==> src/rtl/impact_sram_ctrl.sv <==
// Access sequencer for one IMPACTSram 32x32 bank.
// Each request runs precharge, wordline pulse, then a one-cycle recovery. All outputs are registered.
module impact_sram_ctrl #(
  parameter int PRE_CYCLES = 2,
  parameter int WL_CYCLES  = 3,
  parameter int ADDR_W     = 5
) (
  input  logic              wb_clk_i,
  input  logic              wb_rst_n,
  input  logic              req_valid,
  output logic              req_ready,
  input  logic              req_we,
  input  logic [ADDR_W-1:0] req_addr,
  input  logic [31:0]       req_wdata,
  output logic              rd_valid,
  output logic [31:0]       rd_data,
  output logic              rd_err,
  output logic [31:0]       wl,
  output logic [31:0]       bl_out,
  output logic [31:0]       blb_out,
  output logic              bl_oe,
  input  logic [31:0]       bl_in,
  input  logic [31:0]       blb_in
);

  typedef enum logic [1:0] {IDLE, PRE, ACCESS, RECOV} state_t;

  localparam logic [3:0] PRE_LOAD = 4'(PRE_CYCLES - 1);
  localparam logic [3:0] WL_LOAD  = 4'(WL_CYCLES - 1);

  state_t            state, state_next;
  logic [3:0]        cnt, cnt_next;
  logic              we_lat;
  logic [ADDR_W-1:0] addr_lat;
  logic [31:0]       wdata_lat;
  logic              accept, sense;

  logic [31:0] wl_next, bl_out_next, blb_out_next;
  logic        bl_oe_next, rd_valid_next, req_ready_next;

  assign accept = req_valid && (state == IDLE);
  assign sense  = (state == ACCESS) && (cnt == 4'd0) && !we_lat;

  always_comb begin
    state_next = state;
    cnt_next   = cnt;
    case (state)
      IDLE: begin
        if (req_valid) begin
          state_next = PRE;
          cnt_next   = PRE_LOAD;
        end
      end
      PRE: begin
        if (cnt == 4'd0) begin
          state_next = ACCESS;
          cnt_next   = WL_LOAD;
        end else begin
          cnt_next = cnt - 4'd1;
        end
      end
      ACCESS: begin
        if (cnt == 4'd0) state_next = RECOV;
        else             cnt_next   = cnt - 4'd1;
      end
      RECOV:   state_next = IDLE;
      default: state_next = IDLE;
    endcase
  end

  // Outputs are decoded from the upcoming state so they land in registers aligned with it.
  always_comb begin
    wl_next        = '0;
    bl_out_next    = '0;
    blb_out_next   = '0;
    bl_oe_next     = 1'b0;
    rd_valid_next  = 1'b0;
    req_ready_next = (state_next == IDLE);
    case (state_next)
      PRE: begin
        bl_oe_next   = 1'b1;
        bl_out_next  = '1;
        blb_out_next = '1;
      end
      ACCESS: begin
        wl_next = 32'd1 << addr_lat;
        if (we_lat) begin
          bl_oe_next   = 1'b1;
          bl_out_next  = wdata_lat;
          blb_out_next = ~wdata_lat;
        end
      end
      RECOV:   rd_valid_next = !we_lat;
      default: ;
    endcase
  end

  always_ff @(posedge wb_clk_i or negedge wb_rst_n) begin
    if (!wb_rst_n) begin
      state     <= IDLE;
      cnt       <= '0;
      we_lat    <= 1'b0;
      addr_lat  <= '0;
      wdata_lat <= '0;
      wl        <= '0;
      bl_out    <= '0;
      blb_out   <= '0;
      bl_oe     <= 1'b0;
      rd_valid  <= 1'b0;
      rd_data   <= '0;
      rd_err    <= 1'b0;
      req_ready <= 1'b1;
    end else begin
      state     <= state_next;
      cnt       <= cnt_next;
      wl        <= wl_next;
      bl_out    <= bl_out_next;
      blb_out   <= blb_out_next;
      bl_oe     <= bl_oe_next;
      rd_valid  <= rd_valid_next;
      req_ready <= req_ready_next;
      if (accept) begin
        we_lat    <= req_we;
        addr_lat  <= req_addr;
        wdata_lat <= req_wdata;
      end
      // A pair reading equal on BL and BLb means the cell did not resolve.
      if (sense) begin
        rd_data <= bl_in & ~blb_in;
        rd_err  <= ~&(bl_in ^ blb_in);
      end
    end
  end

endmodule

==> config.mk <==
export PLATFORM = sky130hd
export DESIGN_NAME = impact_sram_ctrl
export DESIGN_NICKNAME = d
export VERILOG_FILES = /design/src/rtl/impact_sram_ctrl.sv
export SDC_FILE = /design/constraint.sdc
export NUM_CORES = 1
export LEC_CHECK = 0
export BUFFER_PORTS_ARGS = -buffer_cell sky130_fd_sc_hd__buf_2
export CAP_MARGIN = 20
export CORE_MARGIN = 2
export CORE_UTILIZATION = 23
export DETAILED_ROUTE_END_ITERATION = 6
export SETUP_SLACK_MARGIN = 0.02
export SYNTH_ARGS = -nofsm -noshare
export SYNTH_HDL_FRONTEND = slang
export SYNTH_SLANG_ARGS = --single-unit
==> constraint.sdc <==
create_clock -name wb_clk_i -period 4.85 [get_ports wb_clk_i]
set_clock_uncertainty 0.2 [all_clocks]
set_input_delay 0.2425 -clock wb_clk_i [delete_from_list [all_inputs] [get_ports wb_clk_i]]
set_output_delay 0.2425 -clock wb_clk_i [all_outputs]
set_load 0.005 [all_outputs]
==> flow_summary.json <==
{
  "outcome": "complete, no violations",
  "synth_commonest_cells": "dfrtp_1 (175), nor2_1 (96), mux2_2 (70)",
  "place_ws_ns": 1.31,
  "seq_area_frac_synth_pct": 63.6,
  "synth.most_common_cell": "dfrtp_1",
  "gp_congestion": 0.808,
  "drv_slew": 0,
  "antenna_found_initial": 0,
  "area_growth_syn_to_layout_pct": 41.5,
  "grt_max_degree": 108,
  "routed_via_density": 4.06,
  "syn-instance-count": 552,
  "fin_crit_sh_pct": 72.2,
  "std_cell_rows": 63,
  "layout.nets": 1004,
  "required_ns": 4.92,
  "vias": 5108,
  "synth_compound_area_share_pct": 4.01,
  "crit_start": "cnt[0]$_DFFE_PN0P_",
  "clkLatencyLatePin_ns": 0.42,
  "maxCapViolCount": 0,
  "crit_path_end_kind": "flop",
  "port_buffers": 236,
  "grt_pass1_wl_mm": 28.9,
  "min_from": "bl_in[23]",
  "synth_top_family_by_area": "multiplexers",
  "dpl.hpwl_mm": 12.5,
  "intPower_mw": 3.47,
  "yosysTopAreaCellShare_pct": 63.3,
  "ys_ff_latch": 176,
  "cts_sinks": 176,
  "hold_viol": 0,
  "worst_pin_slew_ns": 1.03,
  "wl_mm": 18.5,
  "cts_tree": "yes",
  "synth-edff-count": 0,
  "placed_cells": 1158,
  "fin_tns_setup_ns": 0,
  "grt_use_total_pct": 12.1,
  "syn-num-nets": 700,
  "utilization_pct": 33.1,
  "grt_pass1_vias": 5279,
  "crit_fanout": 65,
  "clock.fmax_mhz": 286,
  "synth_cell_types": 32,
  "drt_first_pass_iters": 5,
  "fp.dieW_um": 177,
  "worst_setup_path_start_kind": "flop",
  "synth_top_cell_by_area": "dfrtp_1",
  "die_area_sq_mm": 0.0315,
  "async_reset_ff_share_pct": 100,
  "yosys-top-cells-area": "dfrtp_1 (63%), mux2_2 (11%), ha_1 (7.8%), nor2_1 (5.2%), a21oi_1 (2.6%)",
  "synth_area_sq_mm": 0.00692,
  "clockPowerShare_pct": 24.8,
  "synth_fa_ha_area_share_pct": 7.77,
  "vdd_drop_max_v": 0.000604,
  "p_leak_nw": 5.21,
  "r2r_start": "cnt[0]$_DFFE_PN0P_",
  "numCtsBuffers": 17,
  "core-area_sq_mm": 0.0296,
  "slew_headroom_pct": 30.8,
  "overflow": 0,
  "path_clk_slew_ns": 0.07,
  "antennaDiodeCount": 0,
  "avgSynthCellArea_sq_um": 12.5,
  "worst_slack_ns": 1.35,
  "synthSimpleGateAreaFrac_pct": 9.24,
  "ios": 237,
  "synthXorXnorAreaFrac_pct": 0,
  "power_frac_comb_pct": 35.3,
  "hold_class": "input port to flop",
  "period_needed_ns": 3.50,
  "antenna_left": 0,
  "drt-initial-drc-count": 167,
  "wl_per_cell_um": 14.7,
  "seq_power_share_pct": 39.9,
  "crit_arrival_ns": 3.57,
  "setup_viol": 0,
  "clk_path_buf_depth": 2,
  "route.detailed.drc": 0,
  "drive_gt1_share_pct": 40.3,
  "start_util_pct": 23.4,
  "power_mw": 5.48,
  "synth.mux.area_fraction_pct": 11.4,
  "fin_cells": 1259,
  "ys_warn_count": 0,
  "ctsResizeCount": 0,
  "rsz0062_at_grt": "false",
  "switchingPower_mw": 2.01,
  "cts_root_buffer": "clkbuf_16",
  "htree_levels": 4,
  "powerDensity_mw_per_mm2": 560,
  "swShare_pct": 36.7,
  "die_h_um": 177,
  "criticalPathCategory": "flop to flop",
  "synth_ff_type": "dfrtp_1"
}
==> per-layer routing <==
metal  vias to the layer above  global-route usage [%]  wire, um
li1                       2437                       -         -
met1                      2526                    14.6      7980
met2                       129                    20.6      9300
met3                        16                    3.11       948
met4                         0                    4.30       305
met5                         -                       0         0
==> worst max-delay path, stage by stage (launching register included) <==
cell     delay [ns]
dfrtp_1        0.40
inv_1          0.10
ha_1           0.18
or3b_1         0.45
a211o_1        0.32
o21a_1         0.15
ha_2           0.20
inv_1          0.05
buf_4          0.37
nand2_1        0.12
nand2_2        0.08
buf_4          0.54
nor2_1         0.11
==> cells by family after synthesis <==
group / after synthesis
flops: 176
fa+ha+maj: 43
compound gates: 51
buf+inv: 67
mux: 70
simple gates: 145
==> state kept, by name, summed over array words and instances (netlist names) <==
name / count
addr_lat: 5
bl_oe: 1
bl_out: 32
blb_out: 32
cnt: 4
rd_data: 32
rd_err: 1
rd_valid: 1
req_ready: 1
state: 2
wdata_lat: 32
we_lat: 1
wl: 32
==> placed cells by master (no fill, tap or decap), types with 2 or more instances in the layout <==
master,Yosys,layout
a21oi_1,36,36
buf_2,8,235
buf_4,3,6
clkbuf_16,0,17
clkbuf_8,0,2
clkinv_2,0,2
clkinv_4,0,2
clkinvlp_4,0,3
dfrtp_1,175,175
dlygate4sd3_1,0,69
ha_1,43,42
inv_1,40,40
inv_6,0,3
inv_8,0,2
mux2_2,70,70
nand2_1,12,10
nand2_2,0,2
nand2b_1,6,6
nand3_1,3,3
nand4_1,3,3
nand4b_1,2,2
nor2_1,96,96
nor2b_1,2,2
nor3_1,9,9
nor4_1,8,8
o21a_1,2,2
o21ai_0,7,7
==> final cells by class <==
cell class	instances	area, sq um
clock buffers	19	443
clock inverters	13	129
fillers	3022	19800
inverters	41	154
multi-input cells	309	2250
flip-flops and latches	176	4410
well taps	390	488
repair buffers	311	1930
==> power by group through the flow <==
stage	sequential [mW]	clock, mW	combinational, mW
finish	2.19	1.36	1.94
global route	2.25	1.47	2.20
CTS	2.19	1.40	2.00
detailed placement	2.22	0	1.95
global placement	2.21	0	1.91
floorplan	2.15	0	1.26
==> final timing paths <==
check | endpoint | slack, ns | cells past startpoint
setup reg to reg | bl_out[16]$_DFF_PN0_ | 1.35 | 12
setup / recovery | bl_out[16]$_DFF_PN0_ | 1.35 | 12
max in group asynchronous | blb_out[7]$_DFF_PN0_ | 3.06 | 3
hold reg to reg | blb_out[1]$_DFF_PN0_ | 0.27 | 1
min in group asynchronous | rd_data[29]$_DFFE_PN0P_ | 0.24 | 2
hold / removal | rd_data[23]$_DFFE_PN0P_ | 0.02 | 3
==> timing repair <==
item / in CTS / in global routing
hold endpoints to repair: 172 / 0
hold buffers: 69 / 0
setup buffers: 0 / 0
==> stage by stage <==
| step | hold slack [ns] | area, sq um |
|---|---|---|
| finish | 0.0249 | 9800 |
| global route | 0.000780 | 9800 |
| CTS | 0.0107 | 9800 |
| detailed placement | 0.220 | 8530 |
| global placement | 0.206 | 8530 |
| floorplan | -0.253 | 6920 |
Power figures use the tool's default switching activity.
